### src/rtl/fifo_1clk_std.sv
// Single-clock block-RAM FIFO in standard read mode (1-cycle read latency).
// Flags are registered from next-state occupancy. Data counts saturate.
module fifo_1clk_std #(
   parameter int unsigned           FIFO_WRITE_DEPTH    = 128,
   parameter int unsigned           DATA_WIDTH          = 32,
   parameter int unsigned           WR_DATA_COUNT_WIDTH = 7,
   parameter int unsigned           RD_DATA_COUNT_WIDTH = 7,
   parameter int unsigned           PROG_FULL_THRESH    = 10,
   parameter int unsigned           PROG_EMPTY_THRESH   = 10,
   parameter logic [DATA_WIDTH-1:0] DOUT_RESET_VALUE    = '0
) (
   input  logic                           clk,
   input  logic                           reset_n,
   input  logic                           wr_en,
   input  logic [DATA_WIDTH-1:0]          din,
   output logic                           full,
   output logic                           overflow,
   output logic                           wr_rst_busy,
   input  logic                           rd_en,
   output logic [DATA_WIDTH-1:0]          dout,
   output logic                           empty,
   output logic                           underflow,
   output logic                           rd_rst_busy,
   output logic                           prog_full,
   output logic                           prog_empty,
   output logic [WR_DATA_COUNT_WIDTH-1:0] wr_data_count,
   output logic [RD_DATA_COUNT_WIDTH-1:0] rd_data_count
);

   localparam int unsigned AW         = $clog2(FIFO_WRITE_DEPTH);
   localparam int unsigned WR_CNT_MAX = (32'd1 << WR_DATA_COUNT_WIDTH) - 32'd1;
   localparam int unsigned RD_CNT_MAX = (32'd1 << RD_DATA_COUNT_WIDTH) - 32'd1;
   localparam logic [2:0]  BUSY_EDGES = 3'd4;

   logic [DATA_WIDTH-1:0]          mem_q [FIFO_WRITE_DEPTH];
   logic [AW:0]                    wr_ptr_q, wr_ptr_d;
   logic [AW:0]                    rd_ptr_q, rd_ptr_d;
   logic [DATA_WIDTH-1:0]          dout_q, dout_d;
   logic                           full_q, full_d;
   logic                           empty_q, empty_d;
   logic                           prog_full_q, prog_full_d;
   logic                           prog_empty_q, prog_empty_d;
   logic                           overflow_q, overflow_d;
   logic                           underflow_q, underflow_d;
   logic [WR_DATA_COUNT_WIDTH-1:0] wr_cnt_q, wr_cnt_d;
   logic [RD_DATA_COUNT_WIDTH-1:0] rd_cnt_q, rd_cnt_d;
   logic [2:0]                     busy_cnt_q, busy_cnt_d;
   logic                           rst_busy_q, rst_busy_d;
   logic                           wr_accept, rd_accept;
   logic [AW:0]                    occ_d;
   logic [31:0]                    occ32;

   always_comb begin
      wr_accept = wr_en & ~full_q & ~rst_busy_q;
      rd_accept = rd_en & ~empty_q & ~rst_busy_q;

      wr_ptr_d = wr_ptr_q;
      rd_ptr_d = rd_ptr_q;
      dout_d   = dout_q;
      if (wr_accept) wr_ptr_d = wr_ptr_q + 1'b1;
      if (rd_accept) begin
         rd_ptr_d = rd_ptr_q + 1'b1;
         dout_d   = mem_q[rd_ptr_q[AW-1:0]];
      end

      occ_d        = wr_ptr_d - rd_ptr_d;
      occ32        = 32'(occ_d);
      full_d       = (occ32 == FIFO_WRITE_DEPTH);
      empty_d      = (occ32 == 32'd0);
      prog_full_d  = (occ32 >= PROG_FULL_THRESH);
      prog_empty_d = (occ32 <= PROG_EMPTY_THRESH);
      overflow_d   = wr_en & (full_q | rst_busy_q);
      underflow_d  = rd_en & (empty_q | rst_busy_q);

      wr_cnt_d = (occ32 > WR_CNT_MAX) ? WR_DATA_COUNT_WIDTH'(WR_CNT_MAX)
                                      : WR_DATA_COUNT_WIDTH'(occ32);
      rd_cnt_d = (occ32 > RD_CNT_MAX) ? RD_DATA_COUNT_WIDTH'(RD_CNT_MAX)
                                      : RD_DATA_COUNT_WIDTH'(occ32);

      // Busy holds through the first four edges after reset release.
      busy_cnt_d = busy_cnt_q;
      if (busy_cnt_q != BUSY_EDGES) busy_cnt_d = busy_cnt_q + 3'd1;
      rst_busy_d = (busy_cnt_d != BUSY_EDGES);
   end

   always_ff @(posedge clk) begin
      if (wr_accept) mem_q[wr_ptr_q[AW-1:0]] <= din;
   end

   always_ff @(posedge clk or negedge reset_n) begin
      if (!reset_n) begin
         wr_ptr_q     <= '0;
         rd_ptr_q     <= '0;
         dout_q       <= DOUT_RESET_VALUE;
         full_q       <= 1'b0;
         empty_q      <= 1'b1;
         prog_full_q  <= 1'b0;
         prog_empty_q <= 1'b1;
         overflow_q   <= 1'b0;
         underflow_q  <= 1'b0;
         wr_cnt_q     <= '0;
         rd_cnt_q     <= '0;
         busy_cnt_q   <= '0;
         rst_busy_q   <= 1'b1;
      end else begin
         wr_ptr_q     <= wr_ptr_d;
         rd_ptr_q     <= rd_ptr_d;
         dout_q       <= dout_d;
         full_q       <= full_d;
         empty_q      <= empty_d;
         prog_full_q  <= prog_full_d;
         prog_empty_q <= prog_empty_d;
         overflow_q   <= overflow_d;
         underflow_q  <= underflow_d;
         wr_cnt_q     <= wr_cnt_d;
         rd_cnt_q     <= rd_cnt_d;
         busy_cnt_q   <= busy_cnt_d;
         rst_busy_q   <= rst_busy_d;
      end
   end

   assign full          = full_q;
   assign empty         = empty_q;
   assign prog_full     = prog_full_q;
   assign prog_empty    = prog_empty_q;
   assign overflow      = overflow_q;
   assign underflow     = underflow_q;
   assign dout          = dout_q;
   assign wr_data_count = wr_cnt_q;
   assign rd_data_count = rd_cnt_q;
   assign wr_rst_busy   = rst_busy_q;
   assign rd_rst_busy   = rst_busy_q;

endmodule

### config.mk
export PLATFORM = sky130hd
export DESIGN_NAME = fifo_1clk_std
export DESIGN_NICKNAME = d
export VERILOG_FILES = /design/src/rtl/fifo_1clk_std.sv
export SDC_FILE = /design/constraint.sdc
export NUM_CORES = 2
export LEC_CHECK = 0
export ABC_CLOCK_PERIOD_IN_PS = 6400
export CORE_ASPECT_RATIO = 1.25
export CORE_UTILIZATION = 60
export CTS_CLUSTER_DIAMETER = 120
export DETAILED_ROUTE_END_ITERATION = 6
export PLACE_DENSITY = 0.76
export SLEW_MARGIN = 20
export SYNTH_ARGS = -nofsm -noshare
export SYNTH_HDL_FRONTEND = slang
export SYNTH_SLANG_ARGS = --single-unit
### constraint.sdc
create_clock -name clk -period 6.4 [get_ports clk]
set_clock_uncertainty 0.15 [all_clocks]
set_input_delay 0.96 -clock clk [delete_from_list [all_inputs] [get_ports clk]]
set_output_delay 0.96 -clock clk [all_outputs]
set_load 0.05 [all_outputs]
== Word-level counts from Yosys, hierarchy flattened ==
Memory sizes are Yosys's and may differ from the RTL's. A register that Yosys moved wholly into a read port is not among the register bits.
Cells that the tools add are included.
Cells by class
  mux-type cells: 6
  order comparisons: 3
  reductions and logical operators: 2
  eq/ne operators: 3
  add/subtract/negate cells: 4
  bitwise gates (word level): 11
Operators by type and width (number)
  $add 8x1->8 const B: 2
  $mux 8: 2
  $eq 8x8->1 const B: 1
  $ge 8x4->1 const B: 1
  $gt 8x7->1 const B: 1
  $le 8x4->1 const B: 1
  $logic_not 8->1: 1
  $sub 8x8->8: 1
  $mux 7: 1
  $and 1x1->1: 6
  $ne 3x3->1 const B: 2
  $add 3x1->3 const B: 1
  $mux 3: 1
  $not 1->1: 3
  $mux 1: 2
  $or 1x1->1: 2
  $logic_not 1->1: 1
Word-level totals
  bits in writable memories: 4096
  memories: 1
  register bits after elaboration: 33
  logic and storage cells: 41
Memories
  mem_q: words 128, bits a word 32, rd ports 1, clocked after memory_dff 1, write ports 1, RTL line 35  | logic [DATA_WIDTH-1:0] mem_q [FIFO_WRITE_DEPTH];

== Longest topological paths before layout ==
  word-level depth: 7
  mapped depth: 16

== Worst setup path after synthesis ==
Ideal clock, no wire load.
  path type: in2reg
  from: input port wr_en
  to: memory mem_q[31][0], enable pin
  path slack: 1.958 ns
  library setup time: 0.461 ns
  data arrival time: 3.831 ns
  stages: 5
  path through: and4bb_2 nand3_2 inv_1 nand3_1 nor3_1
On the way
  word-level cells in the longest chain between the ends: 4
Ends and longest elaborated chain
  from (decl): RTL line 14  | input logic wr_en,
  $and 1x1->1 (2 in a row): RTL line 54  | wr_accept = wr_en & ~full_q & ~rst_busy_q;
  $mux 1: RTL line 87  | if (wr_accept) mem_q[wr_ptr_q[AW-1:0]] <= din;
  $mux 1 (not written as such): RTL line 87
  to (decl): RTL line 35
Every way passes these cells.

==> flow_summary.ini <==
[critical_path]
path_buf_inv = 2
max_stage_delay_ps = 1190
critical-path-top-delay-family = flip-flops
crit_chain = buf_12 > buf_12 > mux4_2 > mux2_2 > a21oi_1 > a21oi_1 > nand3_1 > o211ai_1
cp_data_required_time_ps = 6990
crit_arrival_ps = 5460
crit_path_max_fanout = 82
startpoint_type = flip-flop
crit_type = flip-flop to flip-flop
end_kind = flip-flop
cp_slowest_cell = dfrtp_4

[timing]
final-hold-violation-count = 0
setup_violations = 0
fin_tns_setup_ps = 0
relSlewSlack_pct = 18.3
min_period_ps = 4860
worstMarginPinSlew_ps = 1230
rsz0062_at_grt = false
finalCritPeriodShare_pct = 76.0
max_clock_freq_ghz = 0.206
drv_slew = 0

[floorplan]
row_count = 210
die_h_um = 577
core_um2 = 262000
io_pins = 90
die_area_um2 = 267000
initial_core_util_pct = 60.5
die_w_um = 462

[power]
p_seq_share_pct = 41.2
swShare_pct = 31.6
power_density_nw_per_um2 = 429
ir_drop_uv = 687
p_sw_w = 0.0241
power_leakage_nw = 55.3
combPwrFrac_pct = 30.0
internal-power_w = 0.0523
p_clk_share_pct = 28.8

[detailed_routing]
drc = 0
ant_nets = 0
wl_per_cell_um = 37.3
num_vias = 76900
initialDrtViolationCount = 11300
routed_wl_um = 409000
firstDrtPassIters = 6
viasPerCell = 7.02

[synth]
synth-seq-cells = 4161
synth_nets = 6881
async_flop_share_pct = 1.56
synth_top_family_by_area = multiplexers
avgSynthCellArea_um2 = 23.3
ys_seq_area_share_pct = 78.4
yosys.area_share.simple_pct = 1.34
synthCells = 6833
synth_mux_area_share_pct = 17.1
netlist_area_um2 = 159000
synthXorXnorAreaFrac_pct = 0.148
synth-edff-count = 4096
synth_cell_types = 51
synth_ff_type = edfxtp_1
synthAdderAreaFrac_pct = 0.126
yosys_warnings = 0
synth-compound-area-share_pct = 1.68

[grt]
grt_pass1_vias = 77800
grt_pass1_wl_um = 575000
gr-usage-all-layers_pct = 30.9
antenna_found_initial = 22
grt_max_degree = 144
overflow = 0

[layout]
multi_input_area_um2 = 33400
area_growth_pct = 12.0
drive_gt1_share_pct = 28.0
seq_area_um2 = 125000
nets = 7205
design_area_um2 = 178000
fillers = 15100
final_common_cell = edfxtp_1
finalCoreUtilization_pct = 67.8
final_cell_mix = 4096 x edfxtp_1, 1088 x mux4_2, 379 x clkbuf_16

[clock_network]
insertion_delay_ps = 940
cts_tree = done
cts_resized = 0
numCtsBuffers = 370
h-tree-depth = 5
cts_max_path_buffers = 4
cts_root_buf = clkbuf_16
cts.sinks = 4161
cts.clk_slew.worst_paths_ps = 70

[run]
cap_violations = 0

[place]
place_area_um2 = 166000
io_buffers = 89
dpl.hpwl_um = 227000
place_congestion = 0.904

[hold_path]
hold_path_class = input port to flip-flop

[outcome]
status = finished clean
synthesized netlist by cell type, types with 48 or more instances:
master	number	area (um2)
edfxtp_1	4096	123000
buf_2	135	676
clkbuf_1	185	694
dfrtp_1	62	1550
buf_1	57	214
mux4_2	1088	24500
o22ai_1	96	601
a21oi_1	102	510
nor2b_1	76	475
mux2i_1	226	2260
nand3_1	78	390
a22oi_1	64	480
inv_1	48	180
nand2_1	63	236
nor2_1	170	638
worst paths after layout:
| path | endpoint | slack [ps] | start | cells after the start |
|---|---|---|---|---|
| max in group asynchronous | rd_ptr_q[0] | 4380 | reset_n | 3 |
| hold reg to reg | rd_ptr_q[7] | 350 | rd_ptr_q[7] | 1 |
| min in group asynchronous | dout[30] | 390 | reset_n | 2 |
| hold / removal | mem_q[108][16] | 290 | din[16] | 1 |
| setup / recovery | dout[22] | 1540 | rd_ptr_q[0] | 8 |
| setup reg to reg | dout[22] | 1540 | rd_ptr_q[0] | 8 |
power groups by stage:
stage          logic [W]  registers [W]  clock network, W
6_report          0.0229         0.0315            0.0220
5_1_grt           0.0236         0.0315            0.0230
4_1_cts           0.0227         0.0315            0.0221
3_5_place_dp      0.0224         0.0320                 0
3_3_place_gp      0.0222         0.0320                 0
2_1_floorplan     0.0144         0.0318                 0
cell families (layout without fill, tap and decap cells):
family                   after synthesis  after routing
flip-flops                          4161           4161
multiplexers                        1347           1347
AND/OR/NAND/NOR                      448            448
buffers and inverters                439           1046
AO/OA/AOI/OAI                        396            396
XOR/XNOR                              26             26
adder cells (fa/ha/maj)               16             16
other                                  0              7
sequential cells by signal (all words and copies together), names as in the netlist, named ones only:
name	cells
empty	1
busy_cnt_q	3
rd_rst_busy	1
prog_full	1
dout	32
rd_ptr_q	7
wr_ptr_q	7
overflow	1
mem_q	4096
full	1
underflow	1
rd_data_count	7
prog_empty	1
repair_timing:
action / 4_1_cts / 5_1_grt
hold endpoints to repair: 12 / 0
hold buffers: 1 / 0
setup buffers: 0 / 0
per-stage QoR:
step,total power [W],worst slack [ps],cells,hold slack [ps]
6_report,0.0764,1540,10900,289
5_1_grt,0.0782,1360,10900,284
4_1_cts,0.0762,1530,10900,258
3_5_place_dp,0.0544,1180,10300,328
3_3_place_gp,0.0542,1120,10200,317
2_1_floorplan,0.0462,1960,6833,299
area by class of cell:
cell class / count / area share (%)
clock inverter: 198 / 1.03
clock buffer: 457 / 5.56
timing repair buffer: 343 / 2.03
sequential: 4161 / 70.0
tap: 3498 / 2.46
antenna: 7 / 0.00984
inverter: 48 / 0.101
multi-input combinational: 2233 / 18.8
metal layers:
metal  routed length [um]  global-route usage, %  part of all wire, %  vias to the layer above
met4                26500                   16.7                  6.5                       12
met1               136000                   39.8                   33                    40700
met5                   80                      0                0.020                        -
met2               203000                   50.3                   50                     5429
met3                43600                   5.94                   11                     1006
li1                     -                      -                    -                    29700
Power figures use the tool's default switching activity.
